--- config.mk ---
export PLATFORM = sky130hd
export DESIGN_NAME = cc_jugabilidad_spawner
export DESIGN_NICKNAME = d
export VERILOG_FILES = /design/src/rtl/cc_jugabilidad_spawner.sv
export SDC_FILE = /design/constraint.sdc
export NUM_CORES = 1
export LEC_CHECK = 0
export ABC_AREA = 1
export ABC_CLOCK_PERIOD_IN_PS = 2700
export CAP_MARGIN = 10
export CORE_MARGIN = 2
export CORE_UTILIZATION = 42
export DETAILED_ROUTE_END_ITERATION = 10
export GPL_ROUTABILITY_DRIVEN = 0
export PLACE_DENSITY_LB_ADDON = 0.05
export SLEW_MARGIN = 10
export SYNTH_ARGS = -nofsm -noshare
export SYNTH_HDL_FRONTEND = slang
export SYNTH_SLANG_ARGS = --single-unit
--- constraint.sdc ---
create_clock -name CC_Jugabilidad_CLOCK_50 -period 2.7 [get_ports CC_Jugabilidad_CLOCK_50]
set_input_delay 0.405 -clock CC_Jugabilidad_CLOCK_50 [delete_from_list [all_inputs] [get_ports CC_Jugabilidad_CLOCK_50]]
set_output_delay 0.405 -clock CC_Jugabilidad_CLOCK_50 [all_outputs]
set_load 0.1 [all_outputs]
--- src/rtl/cc_jugabilidad_spawner.sv ---
// Car spawner: turns falling edges of the row-load request into registered
// rows for the background registers, inserting a car every N-th request.
module cc_jugabilidad_spawner #(
  parameter int          RDATAWIDTH = 8,
  parameter int          PW         = 4,
  parameter int          CW         = 8,
  parameter logic [15:0] SEED       = 16'hACE1
) (
  input  logic                  CC_Jugabilidad_CLOCK_50,
  input  logic                  CC_Jugabilidad_RESET_InHigh,
  input  logic                  CC_Jugabilidad_load_InLow,
  input  logic                  CC_Jugabilidad_enable_In,
  input  logic [PW-1:0]         CC_Jugabilidad_period_In,
  input  logic [RDATAWIDTH-1:0] Player_CC_Jugabilidad_data_InBUS,
  output logic [RDATAWIDTH-1:0] Player_CC_Jugabilidad_data_OutBUS,
  output logic                  CC_Jugabilidad_BackregsLoadInLow,
  output logic [CW-1:0]         CC_Jugabilidad_spawnCount_OutBUS,
  output logic                  CC_Jugabilidad_busy_Out
);

  localparam int LW = (RDATAWIDTH > 1) ? $clog2(RDATAWIDTH) : 1;

  localparam logic [2:0] S_IDLE   = 3'd0;
  localparam logic [2:0] S_WAIT   = 3'd1;
  localparam logic [2:0] S_DECIDE = 3'd2;
  localparam logic [2:0] S_SEND   = 3'd3;
  localparam logic [2:0] S_SKIP   = 3'd4;
  localparam logic [2:0] S_HOLD   = 3'd5;

  logic [2:0]            state;
  logic [2:0]            state_nx;
  logic                  load_q;
  logic [PW-1:0]         req_cnt;
  logic [15:0]           lfsr;
  logic [15:0]           lfsr_nx;
  logic                  req;
  logic [PW-1:0]         neff_m1;
  logic                  spawn;
  logic [LW-1:0]         lane;
  logic [RDATAWIDTH-1:0] onehot;
  logic                  busy_nx;
  logic                  strobe_nx;

  // Request detection, spawn decision, lane one-hot and LFSR step
  always_comb begin
    req     = load_q & ~CC_Jugabilidad_load_InLow;
    neff_m1 = (CC_Jugabilidad_period_In == '0) ? '0
            : CC_Jugabilidad_period_In - 1'b1;
    spawn   = (req_cnt >= neff_m1);
    lane    = lfsr[LW-1:0];
    onehot  = '0;
    for (int i = 0; i < RDATAWIDTH; i++) begin
      onehot[i] = (lane == i[LW-1:0]);
    end
    lfsr_nx = {1'b0, lfsr[15:1]} ^ (lfsr[0] ? 16'hB400 : 16'h0000);
  end

  // Next-state logic and the registered-output targets derived from it
  always_comb begin
    state_nx = state;
    case (state)
      S_IDLE:   state_nx = S_WAIT;
      S_WAIT: begin
        if (req && CC_Jugabilidad_enable_In) begin
          state_nx = S_DECIDE;
        end
      end
      S_DECIDE: state_nx = spawn ? S_SEND : S_SKIP;
      S_SEND:   state_nx = S_HOLD;
      S_SKIP:   state_nx = S_HOLD;
      S_HOLD: begin
        if (CC_Jugabilidad_load_InLow) begin
          state_nx = S_WAIT;
        end
      end
      default:  state_nx = S_IDLE;
    endcase
    busy_nx   = (state_nx == S_DECIDE) || (state_nx == S_SEND) ||
                (state_nx == S_SKIP)   || (state_nx == S_HOLD);
    strobe_nx = !((state_nx == S_SEND) || (state_nx == S_SKIP));
  end

  // State, counters, LFSR and registered outputs
  always_ff @(posedge CC_Jugabilidad_CLOCK_50 or
              posedge CC_Jugabilidad_RESET_InHigh) begin
    if (CC_Jugabilidad_RESET_InHigh) begin
      state                             <= S_IDLE;
      load_q                            <= 1'b1;
      req_cnt                           <= '0;
      lfsr                              <= SEED;
      Player_CC_Jugabilidad_data_OutBUS <= '0;
      CC_Jugabilidad_BackregsLoadInLow  <= 1'b1;
      CC_Jugabilidad_spawnCount_OutBUS  <= '0;
      CC_Jugabilidad_busy_Out           <= 1'b0;
    end else begin
      state                            <= state_nx;
      load_q                           <= CC_Jugabilidad_load_InLow;
      CC_Jugabilidad_busy_Out          <= busy_nx;
      CC_Jugabilidad_BackregsLoadInLow <= strobe_nx;
      if (CC_Jugabilidad_enable_In) begin
        lfsr <= lfsr_nx;
      end
      if (state == S_DECIDE) begin
        if (spawn) begin
          req_cnt                           <= '0;
          Player_CC_Jugabilidad_data_OutBUS <=
            Player_CC_Jugabilidad_data_InBUS | onehot;
          if (CC_Jugabilidad_spawnCount_OutBUS != '1) begin
            CC_Jugabilidad_spawnCount_OutBUS <=
              CC_Jugabilidad_spawnCount_OutBUS + 1'b1;
          end
        end else begin
          req_cnt                           <= req_cnt + 1'b1;
          Player_CC_Jugabilidad_data_OutBUS <=
            Player_CC_Jugabilidad_data_InBUS;
        end
      end
    end
  end

endmodule

==> impl_metrics.yaml <==
run_status:
  status: "completed"
timing:
  setup_viol: 0
  layout_setup_ws_ps: 472.8
  max_freq_ghz: 0.4490
  max-slew-margin-rel_pct: 65.02
  rsz0062_at_grt: "false"
  hold_viol_final: 0
  tightest_slew_ps: 524.7
  tns_ps: 0
  slew_viol_final: 0
  clock_skew_ps: 9.097
  fin_crit_ps: 2227
  finalCritPeriodShare_pct: 82.49
  holdWs_ps: 481.7
setup_path:
  rrSetupSlack_ps: 920
  cp-endpoint: "CC_Jugabilidad_busy_Out"
  cp_slowest_cell: "clkdlybuf4s50_1"
  reg2reg_depth: 8
  worstReg2RegEnd: "CC_Jugabilidad_busy_Out"
  worstSetupPathType: "primary input to register"
  crit_path_max_incr_delay_ps: 440
  cp.required_ps: 2880
  r2r_start: "state[0]"
  critPathArrivalTime_ps: 2410
  cp-start-kind: "primary input"
  cp_cell_sequence: "clkdlybuf4s50_1 -> nor2_1 -> inv_1 -> a21oi_1 -> o21ai_0 -> ha_1 -> nand2_1 -> inv_1 -> nand2_1 -> nand3_4 -> nand2_4 -> inv_2 -> nor2_1 -> nand2_1"
  path_max_fanout: 10
  end_kind: "register"
  cpMostUsedCell: "nand2_1"
  crit_start: "CC_Jugabilidad_period_In[0]"
logic_synthesis:
  synth_top_family_by_area: "simple AND/OR/NAND/NOR gates"
  synthTopCellsByArea: "dfrtp_1 38%, nand2_1 15%, dfstp_2 12%, inv_1 4.9%, o21ai_0 4.7%"
  synthAdderAreaFrac_pct: 3.517
  synth_xor_area_share_pct: 2.462
  muxShareOfSynthArea_pct: 0
  synth_nets: 277
  synthDistinctLibCells: 27
  yosys.area_share.simple_pct: 27.67
  synth-compound-area-share_pct: 9.379
  syn_inst: 255
  synth_seq_cells: 42
  syn_area_sq_um: 2135
  avgSynthCellArea_sq_um: 8.371
  yosysTopAreaCell: "dfrtp_1"
  synth_top_area_share_pct: 37.51
  ys_seq_area_share_pct: 49.82
  yosysWarnings: 0
place:
  port_buffers: 33
  post-dp-hpwl_um: 2955
  placed_cells: 351
  post-place-ws_ps: 148.2
  dpl-instance-area_sq_um: 2490
cts:
  cts_setup_buffers: 0
  clock_path_buffers: 2
  cts_buffers: 5
  cts-root-buf: "clkbuf_8"
  cts_sinks: 42
  post_cts_resized: 0
  cts_tree: "built"
  cts_hold_buf: 0
  clkSlewWorstSetupHoldPaths_ps: 90
  clk_latency_ps: 300
  htreeDepth: 2
cells_and_area:
  final_cells: 359
  multi_input_area_sq_um: 918.4
  regArea_sq_um: 1064
  area_growth_pct: 20.87
  antennaDiodeCount: 0
  design_area_sq_um: 2580
  fill_cells: 493
  nets: 313
  drive_above_1_share_pct: 16.44
  fin_util_pct: 53.56
grt:
  antenna_found_initial: 0
  grt_first_pass_wirelength_um: 7458
  grt_overflow_total: 0
  grt_max_degree: 43
  grtUsageTotal_pct: 17.33
  grt_pass1_vias: 1632
  gr-usage-met3_pct: 4.101
  use_met1_pct: 25.53
  grt_util_met2_pct: 25.51
  grt-busiest-layer: "met1"
drt:
  avgViaCountPerCell: 4.758
  postRouteWirelength_um: 4239
  ant_nets: 0
  vias: 1708
  wl_per_cell_um: 11.81
  dr.first_iter.drc_count: 63
  drc: 0
  dr.pass1.iters: 4
floorplanning:
  die_y_um: 75.29
  io_pins: 34
  start_util_pct: 44.31
  dieArea_sq_um: 5669
  die_x_um: 75.29
  core_area_sq_um: 4817
  num_rows: 25
pwr:
  powerDensity_nw_per_um2: 961.8
  p_leak_nw: 1.251
  total_power_mw: 2.481
  peakVddDrop_uv: 938.0
job:
  cap_viol_max_count: 0
hold_path:
  min_from: "lfsr[11]"
  hold_class: "register to register"
synth_stat cells, drive strengths merged:
cell / instances
clkinv: 1
nor2: 10
xnor2: 3
nand4: 11
buf: 6
xor2: 3
a31oi: 1
clkbuf: 1
o21bai: 8
dfrtp: 32
nor3: 2
a21oi: 6
nand2: 89
nand3b: 3
o21ai: 20
ha: 6
dfstp: 10
nand3: 13
inv: 30
power by group:
part / total (mW) / internal (mW) / switching [mW]
Sequential: 0.944 / 0.822 / 0.122
Combinational: 1.13 / 0.303 / 0.830
Clock: 0.405 / 0.182 / 0.223
Total: 2.48 / 1.31 / 1.17
critical path, delay by kind of cell:
family / cells / cell delay, ps
and+or+nand+nor: 7 / 840
buffers and inverters: 4 / 610
adders and majority gates: 1 / 300
AOI/OAI and AO/OA: 2 / 260
how the worst min path moves through the flow:
stage / to / slack [ps] / cells after the start
floorplan: load_q / 410 / 0
global placement: lfsr[11] / 460 / 2
detailed placement: lfsr[11] / 470 / 2
CTS: lfsr[11] / 480 / 2
global route: lfsr[6] / 510 / 2
finish: lfsr[11] / 480 / 2
cell families after synthesis:
logic type      after synthesis
simple gates                128
flops                        42
compound gates               35
buf+inv                      38
xor+xnor                      6
fa+ha+maj                     6
cells in the final DEF, fill, tap and decap left out:
master,count
a31oi_1,1
nand2_4,1
clkinvlp_4,1
nand3_1,10
nand4_4,1
clkinv_4,1
clkinv_2,1
clkdlybuf4s50_1,15
dfrtp_1,32
nand2_1,88
clkinv_1,1
nor2_1,9
a21oi_1,5
nand3b_1,3
buf_4,21
dfstp_2,10
a21oi_2,1
xor2_1,3
inv_2,2
nand4_1,10
nor2_4,1
inv_1,28
o21bai_1,8
ha_1,6
o21ai_0,20
nor3_1,2
nand3_4,1
clkbuf_8,5
xnor2_1,3
nand3_2,2
routing by layer:
layer / share of wire (%) / up-vias
li1: - / 892
met1: 53 / 780
met2: 43 / 31
met3: 3.0 / 5
met4: 1.3 / 0
met5: 0 / -
flip-flops by register name, indices dropped and copies added, names as in the netlist:
name	flops
CC_Jugabilidad_BackregsLoadInLow	1
req_cnt	4
CC_Jugabilidad_spawnCount_OutBUS	8
CC_Jugabilidad_busy_Out	1
state	3
lfsr	16
Player_CC_Jugabilidad_data_OutBUS	8
load_q	1
cell type report:
type	count	area share, %
flip-flops and latches	42	41.22
multi-input cells	175	35.60
repair buffers	36	11.93
inverters	31	4.510
well taps	67	3.249
clock buffers	5	2.667
clock inverters	3	0.8244
Power figures use the tool's default switching activity.
